## src/rtl/snap_capture_ctrl.sv

```systemverilog
`timescale 1ns/1ps
// ---------------------------------------------------------------------------
// snap_capture_ctrl
//
// Capture controller for the ADC snapshot path. A rising edge on the software
// arm bit clears the counters and arms the block; a hardware or software
// trigger then starts writing qualified samples into the snapshot BRAM until
// 2^ADDR_W words have been stored. The block also reports the number of
// words written (plus a done flag) and a saturating count of qualified
// sample cycles seen since the trigger, for the two status registers.
//
// Optional build macro: SNAP_CAPTURE_CTRL_DELAY_EN
//   Adds input trig_delay and a DELAY state that skips trig_delay qualified
//   cycles (the trigger cycle included) before writing starts.
//
// Ports:
//   user_clk     capture clock
//   user_rst     asynchronous active-high reset
//   ctrl_in      bit0 arm (rising edge), bit1 sw_trig, bit2 force_we
//   din / we     sample data and sample valid
//   trig         hardware trigger level
//   trig_delay   (optional) qualified cycles to skip after the trigger
//   bram_addr / bram_data / bram_we   registered BRAM write port
//   status_addr  {done, zeros, words_written[ADDR_W:0]}
//   tr_en_cnt    qualified cycles since trigger, zero-extended to 32 bits
//   done         capture complete
// ---------------------------------------------------------------------------
module snap_capture_ctrl #(
  parameter int ADDR_W = 11,
  parameter int DATA_W = 64,
  parameter int CNT_W  = 32
) (
  input  logic              user_clk,
  input  logic              user_rst,
  input  logic [31:0]       ctrl_in,
  input  logic [DATA_W-1:0] din,
  input  logic              we,
  input  logic              trig,
`ifdef SNAP_CAPTURE_CTRL_DELAY_EN
  input  logic [31:0]       trig_delay,
`endif
  output logic [ADDR_W-1:0] bram_addr,
  output logic [DATA_W-1:0] bram_data,
  output logic              bram_we,
  output logic [31:0]       status_addr,
  output logic [31:0]       tr_en_cnt,
  output logic              done
);

  typedef enum logic [2:0] {
    S_IDLE,
    S_ARMED,
    S_CAPTURE,
    S_DONE
`ifdef SNAP_CAPTURE_CTRL_DELAY_EN
    , S_DELAY
`endif
  } state_t;

  // words_written value just before the final write; the extra MSB of the
  // counter lets it reach exactly 2^ADDR_W without wrapping.
  localparam logic [ADDR_W:0] LAST_WORD = {1'b0, {ADDR_W{1'b1}}};
  localparam logic [ADDR_W:0] WW_ONE    = {{ADDR_W{1'b0}}, 1'b1};
  localparam logic [CNT_W-1:0] CNT_ONE  = {{(CNT_W-1){1'b0}}, 1'b1};

  state_t              state_q, state_d;
  logic                arm_prev_q;
  logic [ADDR_W:0]     ww_q, ww_d;
  logic [CNT_W-1:0]    cnt_q, cnt_d;
  logic                done_q, done_d;
  logic [ADDR_W-1:0]   bram_addr_q, bram_addr_d;
  logic [DATA_W-1:0]   bram_data_q, bram_data_d;
  logic                bram_we_q, bram_we_d;
`ifdef SNAP_CAPTURE_CTRL_DELAY_EN
  logic [31:0]         delay_q, delay_d;
`endif

  logic arm_edge, trig_eff, we_eff;
  logic do_write, cnt_inc;

  // Only the three defined control bits are used.
  logic unused_ctrl;
  assign unused_ctrl = ^ctrl_in[31:3];

  assign arm_edge = ctrl_in[0] & ~arm_prev_q;
  assign trig_eff = trig | ctrl_in[1];
  assign we_eff   = we | ctrl_in[2];

  // NOTE: every signal this block writes gets a default first, so no path
  // leaves a value unassigned and no latch is inferred.
  always_comb begin
    state_d     = state_q;
    ww_d        = ww_q;
    cnt_d       = cnt_q;
    done_d      = done_q;
    bram_addr_d = bram_addr_q;
    bram_data_d = bram_data_q;
    bram_we_d   = 1'b0;
    do_write    = 1'b0;
    cnt_inc     = 1'b0;
`ifdef SNAP_CAPTURE_CTRL_DELAY_EN
    delay_d     = delay_q;
`endif

    if (arm_edge) begin
      // Re-arm wins over everything else seen in the same cycle.
      state_d = S_ARMED;
      ww_d    = '0;
      cnt_d   = '0;
      done_d  = 1'b0;
    end else begin
      case (state_q)
        S_ARMED: begin
          if (trig_eff) begin
`ifdef SNAP_CAPTURE_CTRL_DELAY_EN
            if (trig_delay != 32'd0) begin
              // The trigger-cycle sample is the first skipped sample.
              cnt_inc = we_eff;
              delay_d = trig_delay - {31'd0, we_eff};
              state_d = (delay_d == 32'd0) ? S_CAPTURE : S_DELAY;
            end else
`endif
            begin
              state_d  = S_CAPTURE;
              do_write = we_eff;
            end
          end
        end
`ifdef SNAP_CAPTURE_CTRL_DELAY_EN
        S_DELAY: begin
          if (we_eff) begin
            cnt_inc = 1'b1;
            delay_d = delay_q - 32'd1;
            if (delay_d == 32'd0) state_d = S_CAPTURE;
          end
        end
`endif
        S_CAPTURE: do_write = we_eff;
        S_DONE:    cnt_inc  = we_eff;
        default:   ;
      endcase
    end

    if (do_write) begin
      bram_data_d = din;
      bram_addr_d = ww_q[ADDR_W-1:0];
      bram_we_d   = 1'b1;
      ww_d        = ww_q + WW_ONE;
      cnt_inc     = 1'b1;
      if (ww_q == LAST_WORD) begin
        state_d = S_DONE;
        done_d  = 1'b1;
      end
    end

    // Saturating qualified-cycle counter.
    if (cnt_inc && (cnt_q != {CNT_W{1'b1}})) cnt_d = cnt_q + CNT_ONE;
  end

  // NOTE: state registers use non-blocking assignments so every flop samples
  // the values computed before this edge, independent of statement order.
  always_ff @(posedge user_clk or posedge user_rst) begin
    if (user_rst) begin
      state_q     <= S_IDLE;
      arm_prev_q  <= 1'b0;
      ww_q        <= '0;
      cnt_q       <= '0;
      done_q      <= 1'b0;
      bram_addr_q <= '0;
      bram_data_q <= '0;
      bram_we_q   <= 1'b0;
`ifdef SNAP_CAPTURE_CTRL_DELAY_EN
      delay_q     <= '0;
`endif
    end else begin
      state_q     <= state_d;
      arm_prev_q  <= ctrl_in[0];
      ww_q        <= ww_d;
      cnt_q       <= cnt_d;
      done_q      <= done_d;
      bram_addr_q <= bram_addr_d;
      bram_data_q <= bram_data_d;
      bram_we_q   <= bram_we_d;
`ifdef SNAP_CAPTURE_CTRL_DELAY_EN
      delay_q     <= delay_d;
`endif
    end
  end

  assign bram_addr = bram_addr_q;
  assign bram_data = bram_data_q;
  assign bram_we   = bram_we_q;
  assign done      = done_q;

  always_comb begin
    status_addr           = '0;
    status_addr[31]       = done_q;
    status_addr[ADDR_W:0] = ww_q;
  end

  always_comb begin
    tr_en_cnt            = '0;
    tr_en_cnt[CNT_W-1:0] = cnt_q;
  end

endmodule

```

## config.mk

```make
export PLATFORM = sky130hd
export DESIGN_NAME = snap_capture_ctrl
export DESIGN_NICKNAME = d
export VERILOG_FILES = /design/src/rtl/snap_capture_ctrl.sv
export SDC_FILE = /design/constraint.sdc
export NUM_CORES = 1
export LEC_CHECK = 0
export CORE_MARGIN = 1.5
export CORE_UTILIZATION = 40
export DETAILED_ROUTE_END_ITERATION = 10
export PLACE_DENSITY = 0.81
export SYNTH_ARGS = -nofsm -noshare
export SYNTH_HDL_FRONTEND = slang
export SYNTH_SLANG_ARGS = --single-unit
```

## constraint.sdc

```tcl
create_clock -name user_clk -period 7.1 [get_ports user_clk]
set_input_delay 1.42 -clock user_clk [delete_from_list [all_inputs] [get_ports user_clk]]
set_output_delay 1.42 -clock user_clk [all_outputs]
set_load 0.03 [all_outputs]
```

==> Word level (Yosys, flattened, before mapping) <==
Cells that the tools add are included.
{ "word_totals": {"register_bits": 125, "in_bits": 100, "out_inout_bits": 141, "elab_cells": 41} }
{ "op_classes": {"addsub": 2, "eq_ne": 5, "n_mux": 19, "n_bitwise": 4, "reduce_logical": 3} }
{ "ops": {"columns": ["op", "n"], "rows": [
  ["$mux W32", 2],
  ["$add A32 B1 Y32 const B", 1],
  ["$ne A32 B32 Y1 const B", 1],
  ["$mux W12", 2],
  ["$mux W3", 5],
  ["$add A12 B1 Y12 const B", 1],
  ["$eq A12 B11 Y1 const B", 1],
  ["$mux W1", 9],
  ["$eq A3 B2 Y1 const B", 2],
  ["$reduce_bool A2 Y1", 2],
  ["$eq A3 B1 Y1 const B", 1],
  ["$or A1 B1 Y1", 2],
  ["$pmux W1 S2", 1],
  ["$and A1 B1 Y1", 1],
  ["$logic_and A1 B1 Y1", 1],
  ["$not A1 Y1", 1]
]} }

==> Longest topological paths before layout <==
{ "depth": {"word_depth": 7, "mapped_depth": 8, "mapped_depth_nobuf": 6} }

==> Worst setup path after synthesis <==
Ideal clock, no wire load.
{ "synth_timing": {"kind": "input-to-reg", "startpoint": "input port ctrl_in[1]", "endpoint": "register bram_data_q[22] (netlist: bram_data[22])", "setup_time_ps": 125, "arrival_ps": 2874, "t_required_ps": 6975, "setup_slack_ps": 4101, "path_stages": 6, "path_buffers": 2, "cell_sequence": "o21ai_4 > mux2i_1 > nand3_1 > buf_1 > buf_2 > mux2_2"} }
{ "synth_between": {"elab_chain_cells": 4} }
{ "synth_rtl": {"columns": ["element", "line", "text"], "rows": [
  ["from (decl)", "35", "input logic [31:0] ctrl_in,"],
  ["$or A1 B1 Y1", "86", "assign trig_eff = trig | ctrl_in[1];"],
  ["$mux W1", "114", "if (trig_eff) begin"],
  ["$pmux W1 S2", "112", "case (state_q)"],
  ["$mux W1", "105", "if (arm_edge) begin"],
  ["to (signal assigned)", "182", "bram_data_q <= bram_data_d;"],
  ["to (decl)", "72", "logic [DATA_W-1:0] bram_data_q, bram_data_d;"]
]} }
No other way between the ends.
A chain may end at the register's enable or synchronous reset.

==> Final worst setup path <==
{ "layout_timing": {"startpoint": "input port ctrl_in[0]", "endpoint": "register bram_data_q[1] (netlist: bram_data[1])"} }
{ "layout_between": {"elab_chain_cells": 2} }
{ "layout_rtl": {"columns": ["element", "line", "text"], "rows": [
  ["$and A1 B1 Y1", "85", "assign arm_edge = ctrl_in[0] & ~arm_prev_q;"],
  ["$mux W1", "105", null]
]} }
No other way between the ends.

==> reports/qor.json <==
{
  "hold_path": {
    "whs_endpoint": "bram_addr[5]",
    "hold-path-cell-count": 2,
    "hold_path.startpoint": "bram_addr[5]",
    "hold_path_class": "register to register"
  },
  "power_and_ir_drop": {
    "power.sequential.fraction": 0.345,
    "switchingPower_w": 0.000947,
    "pwr-share-comb": 0.349,
    "vdd_ir_drop_max_mv": 0.229,
    "p_sw_frac": 0.334,
    "leakagePower_nw": 3.40,
    "p_per_area_nw_per_um2": 341,
    "internal_power_w": 0.00189,
    "totalPowerFinal_w": 0.00283,
    "power.clock.fraction": 0.306
  },
  "clock_tree": {
    "cts_htree_levels": 4,
    "cts_hold_repair.buffers": 0,
    "cts_tree": "done",
    "clk_latency_ns": 0.41,
    "cts_root_buf": "clkbuf_16",
    "post_cts.resized_instances": 0,
    "clkTransAtPathRegs_ns": 0.05,
    "clock_path_buffers": 2,
    "post_cts_buffers": 0,
    "cts_buffers": 17,
    "cts.sinks": 125
  },
  "route": {
    "routed_wire_length_per_instance_um": 17.1,
    "drt_first_pass_iters": 4,
    "viasPerCell": 5.27,
    "detailedRoute.firstIterationViolations": 146,
    "totalWireLength_um": 14700,
    "remaining_drc_errors": 0,
    "detailroute.via_count": 4533,
    "postRouteAntennaNets": 0
  },
  "synthesis": {
    "synth-async-reset-ratio": 1.00,
    "synth.largest_area_cell": "dfrtp_1",
    "number_of_flops_mapped_to_enable_cells_by_yosys": 0,
    "distinct_cell_type_count_after_synthesis": 56,
    "synth_most_common_cell": "dfrtp_1",
    "mappedNetlistArea_um2": 5710,
    "synth_seq_cells": 125,
    "yosys_synthesis_warning_count": 0,
    "synthDominantCellAreaShare": 0.548,
    "postSynth.topFlopCell": "dfrtp_1",
    "avgSynthCellArea_um2": 12.0,
    "postSynthCellCount": 475,
    "synth_seq_area_share": 0.548,
    "synth_top_cells_by_area": "dfrtp_1 55%, mux2_2 15%, buf_4 2.6%",
    "leading_post_synthesis_cells_by_instance_count": "125 x dfrtp_1, 75 x mux2_2, 25 x a21oi_1, 25 x nand2_1"
  },
  "sta": {
    "finClkSkew_ns": 0.00657,
    "layout_min_cycle_time_ns": 3.86,
    "report.final.setup_viol": 0,
    "max_freq_mhz": 259,
    "slew-limit-headroom": 0.288,
    "worst-slew-pin-transition_ns": 1.07,
    "slew_viol_final": 0,
    "unrepaired_setup_endpoints_after_global_routing": "no",
    "period_share": 0.544,
    "setup_tns_final_ns": 0,
    "final_hold_vios": 0
  },
  "placement": {
    "place_hpwl_um": 10200,
    "io_buffer_count": 192,
    "globalplace.congestion": 0.842
  },
  "critical_path": {
    "worstReg2RegStart": "arm_prev_q",
    "critPathLaunchType": "input pin",
    "required_time_at_the_endpoint_of_the_critical_path_ns": 7.39,
    "timing.critical_path.cells": "clkdlybuf4s50_1, nand2b_1, nand3_4, mux2_2",
    "critical_path.reg2reg.endpoint": "bram_data[1]",
    "critPathMaxFanout": 77,
    "endpoint_kind": "register",
    "slowest_delay_ns": 0.98,
    "worst-r2r-cell-count": 3,
    "timing_worst_setup_path_type": "input pin to register",
    "reg2reg_setup_slack_ns": 4.28,
    "cp_slowest_cell": "nand3_4",
    "critical_path_arrival_ns": 4.15,
    "setup.worst_path.start": "ctrl_in[0]"
  },
  "final_layout": {
    "post_route_cells_drive_above_1_share": 0.176,
    "filler_cell_count": 1105,
    "areaGrowthSynthToFinish_pct": 45.4,
    "antenna_cells_inserted": 0,
    "design.final.nets": 769
  },
  "die": {
    "io_pins": 241,
    "core_um2": 13900,
    "start_util": 0.411,
    "die_height_um": 122,
    "placementRows": 43,
    "floorplan.die.width_um": 122,
    "design.die.area_um2": 15000
  },
  "global_route": {
    "grt_overflow_total": 0,
    "initial_antenna_violation_count": 0,
    "number_of_global_route_vias_before_repair": 4349,
    "globalRouteTotalUtil": 0.192,
    "wire_length_of_the_first_global_routing_pass_um": 22200,
    "grt_max_degree": 79
  },
  "run_status": {
    "run_status": "completed"
  },
  "run": {
    "drv.max_cap_violation_count": 0
  }
}
-- worst max path at each step --
stage                          endpoint  slack [ns]  cells past startpoint
after floorplan              arm_prev_q        2.35                      1
after global placement    bram_data[34]        2.87                      4
after detailed placement  bram_data[38]        2.79                      4
after CTS                 bram_data[16]        3.22                      4
after global routing       bram_data[1]        2.95                      4
final                      bram_data[1]        3.24                      4
-- metrics by stage --
stage          utilization  hold slack (ns)  setup WS [ns]  cells  instance area [um2]
2_1_floorplan            -            0.488           2.35    493                 5770
4_1_cts              0.598            0.489           3.22    860                 8300
3_5_place_dp         0.555            0.477           2.79    828                 7700
5_1_grt              0.598            0.515           2.95    860                 8300
3_3_place_gp         0.555            0.470           2.87    828                 7700
6_report             0.598            0.482           3.24    860                 8300
-- placed cells by master (no fill, tap or decap), drive strengths merged, types with 4 or more instances in the layout --
cell and instances:
conb 19, o31ai 14, nand3 20, a21oi 25, dfrtp 125, and4 10, inv 9, clkbuf 22
nor3 10, o21ai 17, or3 11, nand4 11, clkdlybuf4s50 192, nor2 20, clkinvlp 4, or4 15
nand2 25, mux2 75, xnor2 4, and3 6
-- state kept, by name, indices dropped and copies added (netlist names) --
register / flops
bram_data: 64
done: 1
bram_we: 1
bram_addr: 11
state_q: 3
arm_prev_q: 1
tr_en_cnt: 32
ww_q: 12
-- cell families after synthesis --
group           share of synthesized area
fa+ha+maj                         0.00439
flops                               0.548
mux                                 0.153
simple gates                        0.140
xor+xnor                           0.0107
compound gates                     0.0939
buf+inv                            0.0489
other cells                      0.000657
-- power groups by stage --
stage                     Clock (W)  Sequential, W  Combinational [W]
after global placement            0       0.000972           0.000981
after floorplan                   0        0.00130           0.000252
final                      0.000866       0.000978           0.000989
after detailed placement          0       0.000986           0.000995
after CTS                  0.000884       0.000977            0.00100
after global routing       0.000917       0.000998            0.00104
-- cell type report --
cell class | count | area [um2] | share of cell area
timing repair buffer | 194 | 1940 | 0.233
sequential | 125 | 3130 | 0.377
inverter | 8 | 32.5 | 0.00392
clock inverter | 10 | 139 | 0.0167
multi-input combinational | 321 | 2380 | 0.287
tap | 180 | 225 | 0.0271
clock buffer | 22 | 454 | 0.0547
-- layer usage --
layer | track usage | vias up | routed length [um]
met5 | 0 | - | 0
met4 | 0.0785 | 0 | 256
met3 | 0.0483 | 20 | 780
met2 | 0.330 | 160 | 7790
met1 | 0.230 | 2246 | 5890
li1 | - | 2107 | -
-- worst max-delay path, delay by kind of cell --
kind | cells | cell delay (ns)
buf+inv | 1 | 0.44
simple gates | 2 | 1.61
mux | 1 | 0.61
No activity file was read; power rests on OpenSTA's default activity.
